`src/rtl/image_param_ctrl.sv`:
```
// image_param_ctrl: key-driven mode/threshold controller with double-press coarse stepping and vsync-aligned commit.
// Optional build macro IMAGE_PARAM_WRAP_EN: threshold wraps modulo 256 instead of saturating.
`default_nettype none

module image_param_ctrl #(
  parameter int MODE_NUM   = 4,
  parameter int THR_INIT   = 128,
  parameter int THR_STEP   = 8,
  parameter int FAST_STEP  = 32,
  parameter int DBL_WINDOW = 16_250_000
) (
  input  logic       clk,
  input  logic       rst,
  input  logic       key_mode,
  input  logic       key_inc,
  input  logic       key_dec,
  input  logic       frame_vsync,
  output logic [1:0] proc_mode,
  output logic [7:0] threshold,
  output logic       param_update
);

  typedef enum logic [1:0] {
    ST_IDLE    = 2'd0,
    ST_WIN_INC = 2'd1,
    ST_WIN_DEC = 2'd2
  } state_e;

  localparam logic [7:0]  c_thr_init  = 8'(THR_INIT);
  localparam logic [7:0]  c_fine_step = 8'(THR_STEP);
  localparam logic [7:0]  c_fast_step = 8'(FAST_STEP);
  localparam logic [1:0]  c_mode_last = 2'(MODE_NUM - 1);
  localparam logic [31:0] c_win_last  = 32'(DBL_WINDOW - 1);

  state_e      state_q, state_d;
  logic [31:0] cnt_q, cnt_d;
  logic [1:0]  sh_mode_q, sh_mode_d;
  logic [7:0]  sh_thr_q, sh_thr_d;
  logic        dirty_q, dirty_d;
  logic        vs_q;
  logic [1:0]  proc_mode_q;
  logic [7:0]  threshold_q;
  logic        param_update_q;

  logic w_inc_only, w_dec_only, w_key_hit, w_rise, w_commit;

  function automatic logic [7:0] thr_add(input logic [7:0] v, input logic [7:0] s);
`ifdef IMAGE_PARAM_WRAP_EN
    return v + s;
`else
    logic [8:0] sum;
    sum = {1'b0, v} + {1'b0, s};
    return sum[8] ? 8'hFF : sum[7:0];
`endif
  endfunction

  function automatic logic [7:0] thr_sub(input logic [7:0] v, input logic [7:0] s);
`ifdef IMAGE_PARAM_WRAP_EN
    return v - s;
`else
    logic [8:0] diff;
    diff = {1'b0, v} - {1'b0, s};
    return diff[8] ? 8'h00 : diff[7:0];
`endif
  endfunction

  // key_mode outranks inc/dec; simultaneous inc+dec is ignored entirely.
  assign w_inc_only = key_inc & ~key_dec & ~key_mode;
  assign w_dec_only = key_dec & ~key_inc & ~key_mode;
  assign w_rise     = frame_vsync & ~vs_q;
  assign w_commit   = w_rise & dirty_q;

  always_comb begin
    state_d   = state_q;
    cnt_d     = cnt_q;
    sh_mode_d = sh_mode_q;
    sh_thr_d  = sh_thr_q;
    w_key_hit = 1'b0;
    if (key_mode) begin
      w_key_hit = 1'b1;
      sh_mode_d = (sh_mode_q == c_mode_last) ? 2'd0 : 2'(sh_mode_q + 2'd1);
      state_d   = ST_IDLE;
      cnt_d     = '0;
    end else if (w_inc_only) begin
      w_key_hit = 1'b1;
      cnt_d     = '0;
      if (state_q == ST_WIN_INC) begin
        sh_thr_d = thr_add(sh_thr_q, c_fast_step);
        state_d  = ST_IDLE;
      end else begin
        sh_thr_d = thr_add(sh_thr_q, c_fine_step);
        state_d  = ST_WIN_INC;
      end
    end else if (w_dec_only) begin
      w_key_hit = 1'b1;
      cnt_d     = '0;
      if (state_q == ST_WIN_DEC) begin
        sh_thr_d = thr_sub(sh_thr_q, c_fast_step);
        state_d  = ST_IDLE;
      end else begin
        sh_thr_d = thr_sub(sh_thr_q, c_fine_step);
        state_d  = ST_WIN_DEC;
      end
    end else if (state_q != ST_IDLE) begin
      if (cnt_q == c_win_last) begin
        state_d = ST_IDLE;
        cnt_d   = '0;
      end else begin
        cnt_d = cnt_q + 32'd1;
      end
    end
  end

  // A key landing in the commit cycle re-arms dirty so its value goes out next frame.
  always_comb begin
    dirty_d = dirty_q;
    if (w_key_hit)     dirty_d = 1'b1;
    else if (w_commit) dirty_d = 1'b0;
  end

  always_ff @(posedge clk or posedge rst) begin
    if (rst) begin
      state_q        <= ST_IDLE;
      cnt_q          <= '0;
      sh_mode_q      <= '0;
      sh_thr_q       <= c_thr_init;
      dirty_q        <= 1'b0;
      vs_q           <= 1'b0;
      proc_mode_q    <= '0;
      threshold_q    <= c_thr_init;
      param_update_q <= 1'b0;
    end else begin
      state_q        <= state_d;
      cnt_q          <= cnt_d;
      sh_mode_q      <= sh_mode_d;
      sh_thr_q       <= sh_thr_d;
      dirty_q        <= dirty_d;
      vs_q           <= frame_vsync;
      param_update_q <= w_commit;
      if (w_commit) begin
        proc_mode_q <= sh_mode_q;
        threshold_q <= sh_thr_q;
      end
    end
  end

  assign proc_mode    = proc_mode_q;
  assign threshold    = threshold_q;
  assign param_update = param_update_q;

endmodule

`default_nettype wire

```
`config.mk`:
```
export PLATFORM = sky130hd
export DESIGN_NAME = image_param_ctrl
export DESIGN_NICKNAME = d
export VERILOG_FILES = /design/src/rtl/image_param_ctrl.sv
export SDC_FILE = /design/constraint.sdc
export NUM_CORES = 1
export LEC_CHECK = 0
export ABC_AREA = 1
export BUFFER_PORTS_ARGS = -buffer_cell sky130_fd_sc_hd__buf_2
export CORE_ASPECT_RATIO = 1.25
export CORE_MARGIN = 2
export CORE_UTILIZATION = 25
export DETAILED_ROUTE_END_ITERATION = 6
export RECOVER_POWER = 50
export SLEW_MARGIN = 20
export SYNTH_ARGS = -nofsm -noshare
export SYNTH_HDL_FRONTEND = slang
export SYNTH_SLANG_ARGS = --single-unit
```
`constraint.sdc`:
```
create_clock -name clk -period 3.7 [get_ports clk]
set_input_delay 0.74 -clock clk [delete_from_list [all_inputs] [get_ports clk]]
set_output_delay 0.74 -clock clk [all_outputs]
set_load 0.05 [all_outputs]
```
==> out/qor.txt <==
Status: finished, final reports clean
WP data required: 3.91 ns
VDD IR max: 0.275 mV
Initial core utilization: 0.256
Worst-Margin Slew: 1.15 ns
I/O Pins: 17
First-pass GRT wire length: 13000 microns
Sequential cell area: 0.00133 sq mm
Final-report hold violation count: 0
All-Layer GR Usage: 0.110
Sequential Power Share: 0.414
Synth async-reset ratio: 1.00
Syn_area_per_cell: 6.83 sq um
Relative slew slack: 0.234
Iteration-0 DRC Markers: 166
CTS buffer count: 5
EDFF count, synth: 0
Comb pwr share: 0.326
Area Growth Syn to Fin: 11.4%
Nets: 523
Most frequent cells in the layout: nand2_1, nor2_1, inv_1
Switching power share of the total: 0.386
Ant diodes: 0
Layout cells sized above 1: 0.0781
Startpoint types: input port
PortBufs: 16
Top delay family on crit path: simple AND/OR/NAND/NOR gates
DRT antenna net count: 0
Initial antenna violation count: 0
Via count: 2956
First drt pass iteration count: 5
Yosys reg bits: 53
GP Congestion: 0.901
Synthesis Warnings: 0
Die height: 134 microns
Clk_skew: 0.0101 ns
Multi-input logic area: 0.00172 sq mm
Largest cells by area after synthesis: dfrtp_1, nand2_1, nor2_1
Post-CTS repair timing setup buffer count: 0
Buf/Inv on CP: 2
Die Wd: 108 microns
Clock Path Buffers: 2
Lkg Pwr: 1.88 nW
Max Slew Vio Count: 0
Commonest non-fill, non-tap cell in the layout: nand2_1
Final instance area: 0.00376 sq mm
CP Capture Type: register
Worst skew pair latency: 0.29 ns
Final setup violation count: 0
DP Wirelength: 5640 microns
Row cnt: 47
Period utilization: 0.559
NetSw: 0.682 mW
Clock share of power: 0.260
Max FO, Critical Path: 12
Yosys cell types: 29
Fillers: 1461
Setup TNS: 0 ns
Sequential share of the synthesized area: 0.393
DP Area: 0.00363 sq mm
H-tree depth: 2
Sink Count: 53
Core box area: 0.0132 sq mm
Cell taking the most area after synthesis: dfrtp_1
Mapped Area: 0.00338 sq mm
Cells along the critical path: buf_2, inv_1, nand3_1, nand2_1, nand2_1, a21oi_1, o21ai_0, o21ai_0
Pint: 1.08 mW
CTS clock-pin slew for the worst setup and hold paths: 0.07 ns
Max_cap viols: 0
Slowest-stage cell, CP: nand3_1
Total wire length: 7450 microns
Remaining DRCs: 0
Largest net degree at the start of global routing: 31
Hold buffers post-CTS: 0
Most used DFF post-synth: dfrtp_1
Maximum clock frequency: 0.483 GHz
RSZ-0062 raised after global routing: false
CTS tree: yes
Hold Slack: 0.424 ns
Vias in the first global route: 2800
Hold crit path type: reg -> reg
Full die area: 0.0145 sq mm
Synth Instances: 495
Syn Nets: 507
GRT Residual Overflow: 0
Worst EP arrival: 2.28 ns
Slowest stage delay, CP: 0.36 ns
Tmin final: 2.07 ns
Root Buffer: clkbuf_16
Vias/cell: 4.33
WS Path Type: in -> reg
Avg WL per Cell: 10.9 microns
Area fraction of the dominant cell type after synthesis: 0.377
Post-CTS sizing: 0
Pwr/cell area: 469 mW/mm^2
## power by group through the flow
stage,clock network [mW],registers [mW],logic (mW)
floorplan,0,0.827,0.364
global placement,0,0.740,0.585
detailed placement,0,0.740,0.580
CTS,0.475,0.730,0.582
global route,0.501,0.740,0.649
finish,0.460,0.730,0.575
## synthesized netlist by cell type, types with 3 or more instances
master,number
nand3_1,26
dfrtp_1,51
a21oi_1,5
ha_1,6
nand4_1,20
o21ai_0,21
inv_2,3
o21bai_1,3
xor2_1,13
buf_2,3
nor2_4,5
nor2_1,83
nand2_1,156
xnor2_1,3
nor3_1,7
inv_1,70
## sequential cells by signal, summed over array words and instances (netlist names)
name	count
cnt_q	32
sh_thr_q	6
threshold	6
proc_mode	2
sh_mode_q	2
state_q	2
dirty_q	1
param_update	1
vs_q	1
## cell families after synthesis
| logic type | synth area share |
|---|---|
| simple gates | 0.393 |
| buf+inv | 0.0988 |
| flops | 0.393 |
| compound gates | 0.0514 |
| xor+xnor | 0.0415 |
| fa+ha+maj | 0.0222 |
## stage by stage
step                setup WS, ns   util  std cells  total power [mW]
finish                      1.63  0.285        683              1.77
global route                1.39  0.285        683              1.89
CTS                         1.77  0.285        683              1.79
detailed placement          1.49  0.274        675              1.32
global placement            1.51  0.274        675              1.33
floorplan                   1.68      -        495              1.19
## per-layer routing
layer | up-vias | GRT usage | wire length [microns]
li1 | 1570 | - | -
met1 | 1337 | 0.137 | 3370
met2 | 38 | 0.195 | 3750
met3 | 11 | 0.0141 | 209
met4 | 0 | 0.0335 | 128
met5 | - | 0 | 0
## area by class of cell
type,instances,area share
well taps,171,0.0568
multi-input cells,360,0.456
inverters,74,0.0738
flip-flops and latches,53,0.353
clock inverters,1,0.00199
repair buffers,17,0.0229
clock buffers,7,0.0352
## worst paths after layout
check | startpoint | cells past startpoint | to | slack, ns
worst max-delay path | key_mode | 8 | sh_thr_q[4]$_DFFE_PP0P_ | 1.63
worst min-delay path | vs_q$_DFF_PP0_ | 1 | param_update$_DFF_PP0_ | 0.42
worst max register to register | cnt_q[0]$_DFFE_PP0P_ | 10 | cnt_q[9]$_DFFE_PP0P_ | 1.92
worst min register to register | vs_q$_DFF_PP0_ | 1 | param_update$_DFF_PP0_ | 0.42
max in group asynchronous | rst | 3 | cnt_q[7]$_DFFE_PP0P_ | 2.00
min in group asynchronous | rst | 2 | cnt_q[26]$_DFFE_PP0P_ | 0.74
Power figures use the tool's default switching activity.
